==> config.mk <==
export PLATFORM = sky130hd
export DESIGN_NAME = led_mode_scheduler_flat
export DESIGN_NICKNAME = d
export VERILOG_FILES = /design/src/rtl/led_mode_scheduler_if.sv /design/src/rtl/led_mode_scheduler.sv /design/src/flat_wrapper.sv
export SDC_FILE = /design/constraint.sdc
export NUM_CORES = 1
export LEC_CHECK = 0
export CAP_MARGIN = 15
export CORE_MARGIN = 4
export CORE_UTILIZATION = 57
export DETAILED_ROUTE_END_ITERATION = 8
export DONT_BUFFER_PORTS = 1
export HOLD_SLACK_MARGIN = 0.12
export PLACE_DENSITY = 0.75
export SYNTH_ARGS = -nofsm -noshare
export SYNTH_HDL_FRONTEND = slang
export SYNTH_SLANG_ARGS = --single-unit
==> constraint.sdc <==
create_clock -name clk -period 1.79 [get_ports clk]
set_input_delay 0.0895 -clock clk [delete_from_list [all_inputs] [get_ports clk]]
set_output_delay 0.0895 -clock clk [all_outputs]
set_load 0.05 [all_outputs]
==> src/rtl/led_mode_scheduler_if.sv <==
// LED driver bus between the mode scheduler and the pattern drivers it multiplexes.
// The scheduler takes the slave side; the board/driver side takes the master side.
interface led_mode_scheduler_if #(
  parameter int unsigned NUM_MODES = 4
);
  localparam int unsigned MW = (NUM_MODES > 2) ? $clog2(NUM_MODES) : 1;

  logic [8*NUM_MODES-1:0] mode_led_in;
  logic [NUM_MODES-1:0]   mode_rst_n;
  logic [MW-1:0]          mode_sel;
  logic [7:0]             led_out;
  logic                   mode_changed;

  modport master (
    output mode_led_in,
    input  mode_rst_n,
    input  mode_sel,
    input  led_out,
    input  mode_changed
  );

  modport slave (
    input  mode_led_in,
    output mode_rst_n,
    output mode_sel,
    output led_out,
    output mode_changed
  );
endinterface

==> src/rtl/led_mode_scheduler.sv <==
// Sequences the LED pattern drivers: selects one driver, holds the rest in reset, and
// advances on a debounced button press or auto-cycle timeout with a blanking gap.
module led_mode_scheduler #(
  parameter int unsigned NUM_MODES   = 4,
  parameter int unsigned DEBOUNCE    = 2400,
  parameter int unsigned BLANK       = 240,
  parameter int unsigned AUTO_PERIOD = 960000
) (
  input  logic                 clk,
  input  logic                 rst_n,
  input  logic                 btn_next,
  input  logic                 auto_en,
  led_mode_scheduler_if.slave  bus
);
  localparam int unsigned MW = (NUM_MODES > 2) ? $clog2(NUM_MODES) : 1;
  localparam int unsigned DW = (DEBOUNCE > 1) ? $clog2(DEBOUNCE) : 1;
  localparam int unsigned BW = (BLANK > 1) ? $clog2(BLANK) : 1;
  localparam int unsigned AW = $clog2(AUTO_PERIOD);

  typedef enum logic {StBlank, StRun} state_e;

  state_e               r_state;
  logic                 r_sync1, r_sync2;
  logic                 r_db, r_db_prev;
  logic [DW-1:0]        r_db_cnt;
  logic [AW-1:0]        r_auto_cnt;
  logic [BW-1:0]        r_blank_cnt;
  logic [MW-1:0]        r_sel;
  logic [7:0]           r_led;
  logic [NUM_MODES-1:0] r_rst_n;
  logic                 r_chg;

  logic                 w_run;
  logic                 w_btn_req;
  logic                 w_auto_req;
  logic                 w_next_req;
  logic [MW-1:0]        w_sel_next;
  logic [NUM_MODES-1:0] w_onehot;
  logic [7:0]           w_led_sel;

  assign w_run      = (r_state == StRun);
  assign w_btn_req  = r_db & ~r_db_prev;
  assign w_auto_req = w_run && auto_en && (r_auto_cnt == AW'(AUTO_PERIOD - 1));
  // Requests outside RUN are dropped, never queued.
  assign w_next_req = w_run && (w_btn_req || w_auto_req);
  assign w_sel_next = (r_sel == MW'(NUM_MODES - 1)) ? '0 : r_sel + 1'b1;
  assign w_onehot   = NUM_MODES'(1) << r_sel;

  always_comb begin
    w_led_sel = '0;
    for (int i = 0; i < int'(NUM_MODES); i++) begin
      if (r_sel == MW'(i)) w_led_sel = bus.mode_led_in[8*i +: 8];
    end
  end

  always_ff @(posedge clk or negedge rst_n) begin
    if (!rst_n) begin
      r_sync1   <= 1'b0;
      r_sync2   <= 1'b0;
      r_db      <= 1'b0;
      r_db_prev <= 1'b0;
      r_db_cnt  <= '0;
    end else begin
      r_sync1   <= btn_next;
      r_sync2   <= r_sync1;
      r_db_prev <= r_db;
      if (r_sync2 != r_db) begin
        if (r_db_cnt == DW'(DEBOUNCE - 1)) begin
          r_db     <= r_sync2;
          r_db_cnt <= '0;
        end else begin
          r_db_cnt <= r_db_cnt + 1'b1;
        end
      end else begin
        r_db_cnt <= '0;
      end
    end
  end

  always_ff @(posedge clk or negedge rst_n) begin
    if (!rst_n) begin
      r_auto_cnt <= '0;
    end else if (!auto_en || w_next_req) begin
      r_auto_cnt <= '0;
    end else if (w_run) begin
      r_auto_cnt <= w_auto_req ? '0 : r_auto_cnt + 1'b1;
    end
  end

  always_ff @(posedge clk or negedge rst_n) begin
    if (!rst_n) begin
      r_state     <= StBlank;
      r_blank_cnt <= '0;
      r_sel       <= '0;
      r_led       <= '0;
      r_rst_n     <= '0;
      r_chg       <= 1'b0;
    end else begin
      r_chg <= 1'b0;
      case (r_state)
        StBlank: begin
          r_led   <= '0;
          r_rst_n <= '0;
          if (r_blank_cnt == BW'(BLANK - 1)) begin
            r_state     <= StRun;
            r_blank_cnt <= '0;
            r_rst_n     <= w_onehot;
          end else begin
            r_blank_cnt <= r_blank_cnt + 1'b1;
          end
        end
        StRun: begin
          if (w_next_req) begin
            r_sel   <= w_sel_next;
            r_state <= StBlank;
            r_chg   <= 1'b1;
            r_led   <= '0;
            r_rst_n <= '0;
          end else begin
            r_led   <= w_led_sel;
            r_rst_n <= w_onehot;
          end
        end
        default: r_state <= StBlank;
      endcase
    end
  end

  assign bus.mode_sel     = r_sel;
  assign bus.led_out      = r_led;
  assign bus.mode_rst_n   = r_rst_n;
  assign bus.mode_changed = r_chg;
endmodule

==> src/flat_wrapper.sv <==
// flat-port wrapper written by rule: the top's interface ports become plain ports
module led_mode_scheduler_flat 
#(
  parameter int unsigned NUM_MODES   = 4,
  parameter int unsigned DEBOUNCE    = 2400,
  parameter int unsigned BLANK       = 240,
  parameter int unsigned AUTO_PERIOD = 960000
)
  (clk, rst_n, btn_next, auto_en, bus_mode_led_in, bus_mode_rst_n, bus_mode_sel, bus_led_out, bus_mode_changed);
  led_mode_scheduler_if #(.NUM_MODES(NUM_MODES)) bus_i ();
  input  logic clk;
  input  logic rst_n;
  input  logic btn_next;
  input  logic auto_en;
  input wire logic [$bits(bus_i.mode_led_in)-1:0] bus_mode_led_in;
  output wire logic [$bits(bus_i.mode_rst_n)-1:0] bus_mode_rst_n;
  output wire logic [$bits(bus_i.mode_sel)-1:0] bus_mode_sel;
  output wire logic [$bits(bus_i.led_out)-1:0] bus_led_out;
  output wire logic [$bits(bus_i.mode_changed)-1:0] bus_mode_changed;
  assign bus_i.mode_led_in = bus_mode_led_in;
  assign bus_mode_rst_n = bus_i.mode_rst_n;
  assign bus_mode_sel = bus_i.mode_sel;
  assign bus_led_out = bus_i.led_out;
  assign bus_mode_changed = bus_i.mode_changed;
  led_mode_scheduler #(.NUM_MODES(NUM_MODES), .DEBOUNCE(DEBOUNCE), .BLANK(BLANK), .AUTO_PERIOD(AUTO_PERIOD)) u_core (.clk(clk), .rst_n(rst_n), .btn_next(btn_next), .auto_en(auto_en), .bus(bus_i));
endmodule
# Word-level counts from Yosys, hierarchy flattened
# Cells that the tools add are included.
# Widths: inputs -> output; s select.
# op_classes
div_mod_pow	0
n_lt_le_gt_ge	0
eq_ne	7
n_addsub	4
shifts	1
bitwise	3
mux	21
reduce_logical	10
multipliers	0
# op_table
cell	n
$mux 20	3
$mux 8	6
$mux 12	2
$add 20x1->20 const B	1
$eq 20x20->1 const B	1
$pmux 8 s2	1
$add 12x1->12 const B	1
$eq 12x12->1 const B	1
$add 8x1->8 const B	1
$eq 8x8->1 const B	1
$mux 4	2
$pmux 4 s2	1
$eq 2x2->1 const B	2
$mux 1	4
$reduce_and 2->1	2
$shl 1x2->4 const A	1
$logic_and 1x1->1	3
$add 2x1->2 const B	1
$eq 2x1->1 const B	1
$logic_not 2->1	1
$logic_or 1x1->1	2
$mux 2	1
$not 1->1	2
$pmux 1 s2	1
4 further kinds	4
# word_totals
romBits	0
mem_count	0
word_cells	58
register_bits	60
ramBits	0
latchBits	0
input_bits	36
out_inout_bits	15

# Logic depth before layout (Yosys ltp)
# depth
ltp_word	7
depth_mapped	9
ltp_nobuf	7

# Worst setup path before layout
# Ideal clock, no wire load.
# synth_path
path_type	flip-flop to flip-flop
start	reg u_core.r_sel[0], in the netlist u_core.bus.mode_sel[0]
end	reg u_core.r_led[6], in the netlist u_core.bus.led_out[6]
setup_slack_ns	-0.197
required_ns	1.672
setup_time_ns	0.118
period_less_slack_ns	1.987
path_stages_with_launch	9
arrival_time_ns	1.869
path_cell_list	dfrtp_1 -> ha_1 -> clkbuf_1 -> nor2b_1 -> clkbuf_1 -> a221oi_1 -> nor3_1 -> a21oi_1 -> nor2_1
# synth_via
elab_chain_len	7
# synth_lines
item	line	rtl
start: declaration	led_mode_scheduler.sv:28	logic [MW-1:0] r_sel;
start signal: assignment	led_mode_scheduler.sv:114	r_sel <= w_sel_next;
$logic_not 2->1	led_mode_scheduler.sv:52	if (r_sel == MW'(i)) w_led_sel = bus.mode_led_in[8*i +: 8];
$mux 8 (3 in series)	led_mode_scheduler.sv:52	
$mux 8 *	led_mode_scheduler.sv:52	
$mux 8 *	led_mode_scheduler.sv:113	if (w_next_req) begin
$pmux 8 s2 *	led_mode_scheduler.sv:100	case (r_state)
end signal: assignment	led_mode_scheduler.sv:120	r_led <= w_led_sel;
end: declaration	led_mode_scheduler.sv:29	logic [7:0] r_led;
# Mark *: on every way between the ends. The rest lies on a longest branch, timed or not.
# A chain may end at the register's enable or synchronous reset.

# Final worst setup path
# layout_path
start	reg u_core.r_auto_cnt[12]
end	reg u_core.r_sel[1], in the netlist u_core.bus.mode_sel[1]
# layout_via
elab_chain_len	5
# layout_lines
item	line	rtl
start: declaration	led_mode_scheduler.sv:26	logic [AW-1:0] r_auto_cnt;
start signal: assignment	led_mode_scheduler.sv:86	r_auto_cnt <= w_auto_req ? '0 : r_auto_cnt + 1'b1;
$eq 20x20->1	led_mode_scheduler.sv:43	assign w_auto_req = w_run && auto_en && (r_auto_cnt == AW'(AUTO_PERIOD - 1));
$logic_and 1x1->1	led_mode_scheduler.sv:43	
$logic_or 1x1->1	led_mode_scheduler.sv:45	assign w_next_req = w_run && (w_btn_req || w_auto_req);
$logic_and 1x1->1	led_mode_scheduler.sv:45	
$reduce_and 2->1 (no source line)	-	
# Every way passes these cells.

==> results_dict.tcl <==
set metrics [dict create \
    outcome "finished with violations" \
    violations "negative setup slack" \
    cpLargestDelayFamily "simple AND/OR/NAND/NOR gates" \
    crit_start "u_core.r_auto_cnt[12]$_DFFE_PN0P_" \
    clock_latency_ps 330 \
    rsz0062_at_grt "yes" \
    ys_seq_elements 60 \
    ys_warn_count 0 \
    fin_crit_sh 1.09 \
    area.growth.synth_to_final_pct 30.2 \
    report.final.slew_viol_count 0 \
    synthCells 324 \
    fin_crit_ps 1960 \
    synth.top_cell.area_share 0.484 \
    syn_avg_cell_area_um2 9.57 \
    ir_drop_uv 511 \
    cp-start-kind "register" \
    cp.arrival_ps 2180 \
    portBuffers 0 \
    totalWireLength_um 7980 \
    timing.fmax_mhz 511 \
    final_layout_size_suffix_gt1_frac 0.220 \
    cts_buffer_depth 2 \
    coreArea_um2 5200 \
    die_h_um 81.8 \
    cts.htree.levels 3 \
    critPathRequiredTime_ps 2010 \
    relSlewSlack 0.673 \
    io_pins 51 \
    initial_utilization 0.596 \
    cp-endpoint "u_core.bus.mode_sel[1]$_DFFE_PN0P_" \
    synthFlopType "dfrtp_1" \
    rrSetupSlack_ps -170 \
    cts_buffers 9 \
    route.detailed.drc 0 \
    hold_viol_final 0 \
    cp_num_cells 6 \
    final_util 0.775 \
    rr_endpoint "u_core.bus.mode_sel[1]$_DFFE_PN0P_" \
    endpoint_kind "register" \
    cts.reportedPaths.clkPinSlew_ps 70 \
    drt-wirelength-per-cell_um 17.1 \
    total_power_w 0.00292 \
    setup_ws_ps -165 \
    fin_setup_tns_ps -2720 \
    synth_largest_area_cell "dfrtp_1" \
    skew_ps 11.1 \
    antenna_found_initial 0 \
    nNetsFinal 434 \
    row_count 26 \
    avgViaCountPerCell 5.87 \
    worst-r2r-cell-count 6 \
    vias 2736 \
    grt-ovfl-total 0 \
    dp_slack_ps -138 \
    final_common_cell "dfrtp_1" \
    tightest_slew_ps 490 \
    die_x_um 81.8 \
    track_usage 0.261 \
    critical_path.max_stage_delay_ps 560 \
    critPathBufInv 1 \
    crit_slowest_cell "or4b_4" \
    grt_pass1_vias 2762 \
    grt_max_degree 61 \
    async_reset_ff_frac 1.00 \
    crit_fanout 3 \
    setup_viol 29 \
    seq_area_frac_synth 0.484 \
    cts_root_buf "clkbuf_8" \
    firstDrtPassIters 5 \
    gp_congestion 0.803 \
    mostFrequentLayoutCells "dfrtp_1, buf_4, nand2_1" \
    synth_cell_type_count 47 \
    hold_path.class "input pin to register" \
    synth.area.top_cells "dfrtp_1, nor2_1, nor2b_1, nand2_1, nand3_1" \
    clock_sinks 60 \
    dp_hpwl_um 4770 \
    grt_pass1_wl_um 13200 \
    synth_enable_flop_cells 0 \
    synth_nets 367 \
    cp_cell_sequence "or4b_4 > nor3_4 > buf_6 > a21oi_2 > nand2b_4 > mux2_4" \
    diodes 0 \
    die_area_um2 6680 \
    cts_tree "yes" \
    ant_nets 0 \
    leakage_nw 1.83 \
    path_class "register to register" \
    regToRegStartpoint "u_core.r_auto_cnt[12]$_DFFE_PN0P_" \
    drtIter0Drc 185 \
    maxCapViolations 0 \
    mappedNetlistArea_um2 3100 \
    pwr_density_cell_nw_per_um2 724 \
]
==> synth_stat cells (all sizes together) (9+ instances only) <==
master   n
nor2b   17
o21ai   12
xor2    10
nand2   28
inv      9
dfrtp   60
nand3   21
nand4    9
nor3    15
a31oi   11
a21oi   21
nor2    29
==> kinds of logic after synthesis <==
family,after synthesis,synth area share
AND/OR/NAND/NOR,151,0.263
AO/OA/AOI/OAI,66,0.134
flip-flops,60,0.484
buffers and inverters,21,0.0311
XOR/XNOR,15,0.0424
adder cells (fa/ha/maj),7,0.0282
multiplexers,4,0.0165
==> report_power, final <==
part           leakage [nW]  total (W)  internal [W]  switching [W]
Sequential            0.796    0.00143       0.00138      0.0000520
Combinational         0.924   0.000208      0.000105       0.000103
Clock                 0.110    0.00128      0.000758       0.000525
Total                  1.83    0.00292       0.00224       0.000680
==> registers in the layout, summed over array words and instances (netlist names), 2 cells and up <==
| signal | flops |
|---|---|
| u_core.r_auto_cnt | 20 |
| u_core.r_db_cnt | 12 |
| u_core.bus.led_out | 8 |
| u_core.r_blank_cnt | 8 |
| u_core.bus.mode_rst_n | 4 |
| u_core.bus.mode_sel | 2 |
==> per-stage QoR <==
stage          instance area, um^2  instances  hold WS [ps]
5_1_grt                       4040        466           162
6_report                      4040        466           155
4_1_cts                       3940        463           128
2_1_floorplan                 3100        324          -206
3_3_place_gp                  3420        421          -205
3_5_place_dp                  3420        421          -205
==> layout make-up <==
cell class	count	area, um^2
well taps	70	87.6
flip-flops and latches	60	1500
inverters	10	37.5
multi-input cells	243	1590
clock inverters	3	43.8
clock buffers	13	169
repair buffers	67	601
fillers	342	1170
==> routing by layer <==
layer | up-vias | part of all wire | wire length, um | global-route usage
li1 | 1295 | - | - | -
met1 | 1312 | 0.42 | 3320 | 0.324
met3 | 26 | 0.061 | 490 | 0.0702
met5 | - | 0 | 0 | 0
met4 | 0 | 0.029 | 228 | 0.103
met2 | 103 | 0.49 | 3940 | 0.431
==> worst min path at each step <==
stage          cells after the start                                 to  slack [ps]                from
3_5_place_dp                       0       u_core.r_db_cnt[6]$_DFF_PN0_        -200               rst_n
5_1_grt                            2  u_core.r_auto_cnt[16]$_DFFE_PN0P_         160             auto_en
6_report                           2   u_core.r_auto_cnt[7]$_DFFE_PN0P_         150             auto_en
3_3_place_gp                       0      u_core.r_db_cnt[10]$_DFF_PN0_        -200               rst_n
2_1_floorplan                      0    u_core.bus.led_out[0]$_DFF_PN0_        -210               rst_n
4_1_cts                            4    u_core.bus.led_out[3]$_DFF_PN0_         130  bus_mode_led_in[3]
==> what timing repair did <==
action | CTS | global route
endpoints found under the hold margin | 80 | 0
gates cloned | 0 | 0
hold buffers | 26 | 0
endpoints found under the setup margin | 28 | 31
buffers inserted | 0 | 3
pin swaps | 4 | 6
gates resized for setup | 10 | 22
Note: power is estimated with default switching activity, not from simulation.
